`src/rtl/multi_input_gate_unit.sv`:
```
// N-input gate (AND/OR/NAND/NOR, XOR/XNOR when PARITY_MODES_EN is defined) with a
// registered output and a sweep FSM that walks all 2^N_IN patterns and counts the ones.
module multi_input_gate_unit #(
  parameter int N_IN = 4,
  parameter int HOLD = 1
) (
  input  logic            clk,
  input  logic            rst,
  input  logic [2:0]      mode,
  input  logic [N_IN-1:0] in_vec,
  input  logic            in_valid,
  input  logic            sweep_start,
  output logic            out_y,
  output logic            out_valid,
  output logic            sweep_busy,
  output logic            sweep_done,
  output logic [N_IN-1:0] cur_pattern,
  output logic [N_IN:0]   ones_cnt
);

  localparam int            HW        = (HOLD > 1) ? $clog2(HOLD) : 1;
  localparam logic [N_IN:0] LAST_PAT  = {1'b0, {N_IN{1'b1}}};
  localparam logic [HW-1:0] HOLD_LAST = HW'(HOLD - 1);

  typedef enum logic [1:0] {IDLE, SWEEP, DONE} state_t;

  state_t          state, state_nx;
  logic [N_IN:0]   pat;
  logic [HW-1:0]   hold_cnt;
  logic [2:0]      mode_q;
  logic            sweep_eval, norm_eval, gate_y, hold_end;

  function automatic logic gate_f(input logic [2:0] m, input logic [N_IN-1:0] v);
    case (m)
      3'd0:    gate_f = &v;
      3'd1:    gate_f = |v;
      3'd2:    gate_f = ~&v;
      3'd3:    gate_f = ~|v;
`ifdef PARITY_MODES_EN
      3'd4:    gate_f = ^v;
      3'd5:    gate_f = ~^v;
`endif
      default: gate_f = 1'b0;
    endcase
  endfunction

  assign hold_end   = (hold_cnt == HOLD_LAST);
  // Sweep evaluates once per pattern, on its first hold cycle; a start in IDLE drops the operand.
  assign sweep_eval = (state == SWEEP) && (hold_cnt == '0);
  assign norm_eval  = (state == IDLE) && in_valid && !sweep_start;
  assign gate_y     = sweep_eval ? gate_f(mode_q, pat[N_IN-1:0]) : gate_f(mode, in_vec);

  assign sweep_busy  = (state == SWEEP);
  assign sweep_done  = (state == DONE);
  assign cur_pattern = sweep_busy ? pat[N_IN-1:0] : '0;

  always_ff @(posedge clk) begin
    if (rst) state <= IDLE;
    else     state <= state_nx;
  end

  always_comb begin
    state_nx = state;
    case (state)
      IDLE:    if (sweep_start) state_nx = SWEEP;
      SWEEP:   if ((pat == LAST_PAT) && hold_end) state_nx = DONE;
      DONE:    state_nx = IDLE;
      default: state_nx = IDLE;
    endcase
  end

  always_ff @(posedge clk) begin
    if (rst) begin
      out_y     <= 1'b0;
      out_valid <= 1'b0;
      ones_cnt  <= '0;
      pat       <= '0;
      hold_cnt  <= '0;
      mode_q    <= '0;
    end else begin
      out_valid <= sweep_eval || norm_eval;
      if (sweep_eval || norm_eval) out_y <= gate_y;
      case (state)
        IDLE: if (sweep_start) begin
          mode_q   <= mode;
          ones_cnt <= '0;
          hold_cnt <= '0;
          pat      <= '0;
        end
        SWEEP: begin
          if (sweep_eval) ones_cnt <= ones_cnt + {{N_IN{1'b0}}, gate_y};
          if (hold_end) begin
            hold_cnt <= '0;
            pat      <= pat + (N_IN+1)'(1);
          end else begin
            hold_cnt <= hold_cnt + HW'(1);
          end
        end
        default: begin
          hold_cnt <= '0;
          pat      <= '0;
        end
      endcase
    end
  end

endmodule

```
`config.mk`:
```
export PLATFORM = sky130hd
export DESIGN_NAME = multi_input_gate_unit
export DESIGN_NICKNAME = d
export VERILOG_FILES = /design/src/rtl/multi_input_gate_unit.sv
export SDC_FILE = /design/constraint.sdc
export NUM_CORES = 1
export LEC_CHECK = 0
export ABC_AREA = 1
export CELL_PAD_IN_SITES_DETAIL_PLACEMENT = 0
export CELL_PAD_IN_SITES_GLOBAL_PLACEMENT = 1
export CORE_MARGIN = 4
export CORE_UTILIZATION = 30
export CTS_BUF_LIST = sky130_fd_sc_hd__clkbuf_16
export CTS_CLUSTER_DIAMETER = 40
export CTS_CLUSTER_SIZE = 40
export DETAILED_ROUTE_END_ITERATION = 8
export PLACE_DENSITY = 0.76
export SLEW_MARGIN = 40
export SYNTH_ARGS = -nofsm -noshare
export SYNTH_HDL_FRONTEND = slang
export SYNTH_SLANG_ARGS = --single-unit
```
`constraint.sdc`:
```
create_clock -name clk -period 1.7 [get_ports clk]
set_input_delay 0.17 -clock clk [delete_from_list [all_inputs] [get_ports clk]]
set_output_delay 0.17 -clock clk [all_outputs]
set_load 0.01 [all_outputs]
```
# [Word-level counts from Yosys, hierarchy flattened]
# Index checks and enable logic that the tools add are counted.
[word_totals] latchBits=0 wordCells=61 mem_bits_ro=0 in_bits=11 register_bits=18 mem_count=0 ramBits=0
[op_classes] n_mux=15 addsub=3 n_eq_ne=13 div=0 reduce_logical=22 n_mul=0 n_lt_le_gt_ge=0 shift=0 n_bitwise=1
[ops] op="one-hot mux 5 bit (2 select lines)" count=2
[ops] op="2-to-1 mux 5 bit" count=3
[ops] op="== test 3 x 2 -> 1 bit (second input constant)" count=4
[ops] op="one-hot mux 1 bit (4 select lines)" count=2
[ops] op="AND reduction 4 bit" count=2
[ops] op="OR reduction 4 bit" count=2
[ops] op="== test 3 x 1 -> 1 bit (second input constant)" count=2
[ops] op="zero test 3 bit" count=2
[ops] op="AND reduction 2 bit" count=3
[ops] op="adder 5 x 1 -> 5 bit" count=1
[ops] op="adder 5 x 1 -> 5 bit (second input constant)" count=1
[ops] op="== test 5 x 4 -> 1 bit (second input constant)" count=1
[ops] op="zero test 1 bit" count=5
[ops] op="logical AND 1 bit" count=4
[ops] op="2-to-1 mux 2 bit" count=2
[ops] op="2-to-1 mux 4 bit" count=1
[ops] op="inequality test 2 x 1 -> 1 bit (second input constant)" count=2
[ops] op="inequality test 2 bit (second input constant)" count=2
[ops] op="one-hot mux 2 bit (2 select lines)" count=1
[ops] op="2-to-1 mux 1 bit" count=3
[ops] op="AND reduction 3 bit" count=1
[ops] op="== test 2 x 1 -> 1 bit (second input constant)" count=1
[ops] op="== test 2 bit (second input constant)" count=1
[ops] op="zero test 2 bit" count=1
[ops] op="other kinds (5)" count=5

# [Depth between registers and ports, before layout]
[logic_depth] depth_word=7 mapped_depth=15 ltp_nobuf=15

# [Worst setup path after synthesis]
# Ideal clock, no wire load.
[synth_path] path_type="register -> register" from="register pat[0]" to="register ones_cnt[1]" arrival_ns=1.679 path_stages_with_launch=13 setup_slack_ns=-0.096 period_less_slack_ns=1.796 path_buffers=0 setup_ns=0.117 cell_sequence="dfxtp_1 ha_1 nand2_1 nor2_1 nor2_1 nor2_1 nand3_1 nand2_1 inv_1 ha_1 ha_1 a22oi_1 nor2_1"
[synth_between] elab_chain_len=7
[synth_rtl] element="start: declaration" line="28" source="logic [N_IN:0] pat;"
[synth_rtl] element="start signal: assignment" line="94" source="pat <= pat + (N_IN+1)'(1);"
[synth_rtl] element="OR reduction 4 bit / AND reduction 4 bit (equally long branches)"
[synth_rtl] element="zero test 1 bit, on equally long branches" line="38, 37"
[synth_rtl] element="one-hot mux 1 bit (4 select lines) (*)" line="34" source="case (m)"
[synth_rtl] element="2-to-1 mux 1 bit (*)" line="51" source="assign gate_y = sweep_eval ? gate_f(mode_q, pat[N_IN-1:0]) : gate_f(mode, in_vec);"
[synth_rtl] element="via gate_y" line="31" source="logic sweep_eval, norm_eval, gate_y, hold_end;"
[synth_rtl] element="adder 5 x 1 -> 5 bit (*)" line="91" source="if (sweep_eval) ones_cnt <= ones_cnt + {{N_IN{1'b0}}, gate_y};"
[synth_rtl] element="2-to-1 mux 5 bit (*)" line="91"
[synth_rtl] element="one-hot mux 5 bit (2 select lines) (*)" line="83" source="case (state)"
[synth_rtl] element="end signal: assignment" line="91"
[synth_rtl] element="end: declaration" line="18" source="output logic [N_IN:0] ones_cnt"
# The timed path passes the listed nets; every way through them passes the cells marked *. The select of a mux whose other input is x is not followed.
# A chain may end at the register's enable or synchronous reset.

# [Worst setup path in the final report]
[layout_path] from="register pat[1]" to="register ones_cnt[4]"
# The elaborated chain is that of the path after synthesis.

==> impl_metrics.ini <==
[status]
violations = setup timing
status = finished, violations left

[floorplanning]
coreArea_mm2 = 0.00305
fp.dieW_um = 64.5
start_util_pct = 31.3
pin_count = 24
die_h_um = 64.5
dieArea_mm2 = 0.00415
std_cell_rows = 20

[cells_and_area]
drive_gt1_share_pct = 28.3
utilization_pct = 51.7
layout.nets = 207
synthToLayoutAreaGrowth_pct = 65.2
antennaDiodeCount = 0

[drt]
antenna_left = 0
finalWirelength_um = 2530
firstDrtPassIters = 4
drc = 0
via_count = 1056
first_iter_violations = 20
vias_per_cell = 4.49
routedWlPerCell_um = 10.8

[yosys]
synth_common_cells = nand2_1, nor2_1, inv_1
netlist.area_leader.share_pct = 35.6
post_synth.cell_area_avg_um2 = 6.73
synth_area_leaders = dfxtp_1, nand2_1, nor2_1, inv_1, nand3_1
yosys.area.top_type = dfxtp_1
synth_edf_count = 0
synthArstFlopShare_pct = 0
syn-num-nets = 157
synthFlopType = dfxtp_1
yosys_warnings = 0
ys_seq_area_share_pct = 35.6
synth-seq-cells = 17
netlist-cell-type-count = 24
synth_cells = 142
netlist_area_um2 = 956

[clocking]
cts-hold-fix-buffers = 0
numCtsBuffers = 3
clkTransAtPathRegs_ps = 50
cts_tree = built
clock_latency_ps = 250
clock_sinks = 17
cts_root_buf = clkbuf_16
cts_max_level = 1
clk_path_buf_depth = 2

[critical_path]
rr_worst_depth = 14
crit_chain = ha_4, nand2_1, nor2_2, nor2_1, nor2_1, nand3_1, nand2_2, inv_2, ha_4, ha_4, nand2_2, o21bai_1, nand3_1, a21oi_1
worstReg2RegEnd = ones_cnt[4]$_SDFFE_PP0P_
cp_common_cell = ha_4
critPathMaxStageDelay_ps = 380
reg2reg_slack_ps = -40
critPathRequiredTime_ps = 1840
slowest_stage = dfxtp_4
cp-end-kind = register
reg2reg_from = pat[1]$_SDFFE_PP0P_
worstPathArrival_ps = 1870
worstPathMaxFanout = 3
start_kind = register
path_class = reg -> reg

[placement]
port_buffers = 23
hpwl_um = 1880
dp_slack_ps = -318
place_congestion = 0.799

[timing]
tightest_slew_ps = 317
slew_headroom_pct = 78.8
setup-tns-final_ps = -105
slew_viol_final = 0
period_share_pct = 102
fmax_mhz = 576
setup_viol = 3
post-route-min-period_ps = 1740
holdWs_ps = 473
hold_viol_final = 0
setup_slack_ps = -35.4
skew_ps = 3.58
grt_setup_unrepaired = true

[pwr]
p_int_mw = 0.887
pwr-share-comb_pct = 24.7
fin_total_pwr_mw = 1.20
p_per_area_mw_per_mm2 = 760
ir_worst_vdd_v = 0.000635
p_sw_share_pct = 26.0
p_leak_nw = 0.667
power.share.clock_pct = 38.5
switchingPower_mw = 0.312
power_frac_seq_pct = 36.8

[grt]
grt_use_total_pct = 12.8
grt_pass1_wl_um = 4320
first_global_vias = 1052
grt_max_degree = 10
gr-total-overflow = 0
antenna_found_initial = 0

[worst_hold_path]
min_path_cells = 1
hold_path.class = reg -> reg
whs_endpoint = state[1]$_SDFFE_PP0P_
hp-start = pat[4]$_SDFFE_PP0P_

[run]
max_cap_viol_count = 0
==> registers in the layout, summed over array words and instances (netlist names) <==
signal     count
pat            5
out_valid      1
out_y          1
mode_q         3
ones_cnt       5
state          2
==> metal layers <==
layer | track usage, % | wire, µm
met5 | 0 | 0
met4 | 1.58 | 0
met3 | 3.99 | 87
met2 | 23.7 | 1310
met1 | 14.8 | 1140
==> cell type report <==
| cell class | instances | area [µm²] |
|---|---|---|
| fillers | 312 | 1470 |
| flip-flops and latches | 17 | 348 |
| well taps | 44 | 55.1 |
| clock buffers | 3 | 75.1 |
| multi-input cells | 102 | 604 |
| repair buffers | 47 | 409 |
| inverters | 21 | 83.8 |
| clock inverters | 1 | 3.75 |
==> how the worst max path moves through the flow <==
stage | start | endpoint | depth (start not counted)
2_1_floorplan | pat[1]$_SDFFE_PP0P_ | ones_cnt[1]$_SDFFE_PP0P_ | 12
3_3_place_gp | mode[1] | ones_cnt[4]$_SDFFE_PP0P_ | 16
3_5_place_dp | mode[0] | ones_cnt[4]$_SDFFE_PP0P_ | 16
4_1_cts | pat[0]$_SDFFE_PP0P_ | ones_cnt[1]$_SDFFE_PP0P_ | 13
5_1_grt | pat[0]$_SDFFE_PP0P_ | ones_cnt[1]$_SDFFE_PP0P_ | 13
6_report | pat[1]$_SDFFE_PP0P_ | ones_cnt[4]$_SDFFE_PP0P_ | 14
==> cells in the final DEF, fill, tap and decap left out, drive strengths merged, types with 2 or more instances in the layout <==
| master | n |
|---|---|
| ha | 4 |
| buf | 24 |
| dfxtp | 17 |
| o21ai | 10 |
| a22oi | 2 |
| clkbuf | 3 |
| dlygate4sd2 | 4 |
| clkdlybuf4s50 | 19 |
| nand3 | 12 |
| a21oi | 11 |
| inv | 22 |
| nand2 | 26 |
| nor2 | 29 |
| nor3 | 2 |
==> critical path: cells and delay by family (launching register included) <==
family,cells,cell delay [ps]
AND/OR/NAND/NOR,8,630
adder cells (fa/ha/maj),3,460
flip-flops,1,380
AO/OA/AOI/OAI,2,120
buffers and inverters,1,40
==> through the flow <==
stage	instances	area (µm²)
floorplan	142	988
finish	235	1580
global route	235	1580
detailed placement	224	1390
CTS	235	1550
global placement	224	1390
==> cells by family after synthesis <==
logic type                 synth area share, %
and+or+nand+nor                           33.4
DFF                                       35.6
AOI/OAI and AO/OA                         15.8
adders and majority gates                 5.24
buffers and inverters                     9.95
==> power groups by stage <==
stage / clock (mW) / sequential [mW] / combinational, mW
final: 0.462 / 0.442 / 0.296
after global routing: 0.489 / 0.445 / 0.326
after CTS: 0.465 / 0.441 / 0.278
after detailed placement: 0 / 0.448 / 0.237
after global placement: 0 / 0.446 / 0.233
after floorplan: 0 / 0.451 / 0.120
==> what timing repair did <==
action	CTS	global route
endpoints found under the setup margin	9	7
buffers inserted	7	1
gates resized for setup	15	8
pin swaps	5	2
No activity file was read; power rests on OpenSTA's default activity.
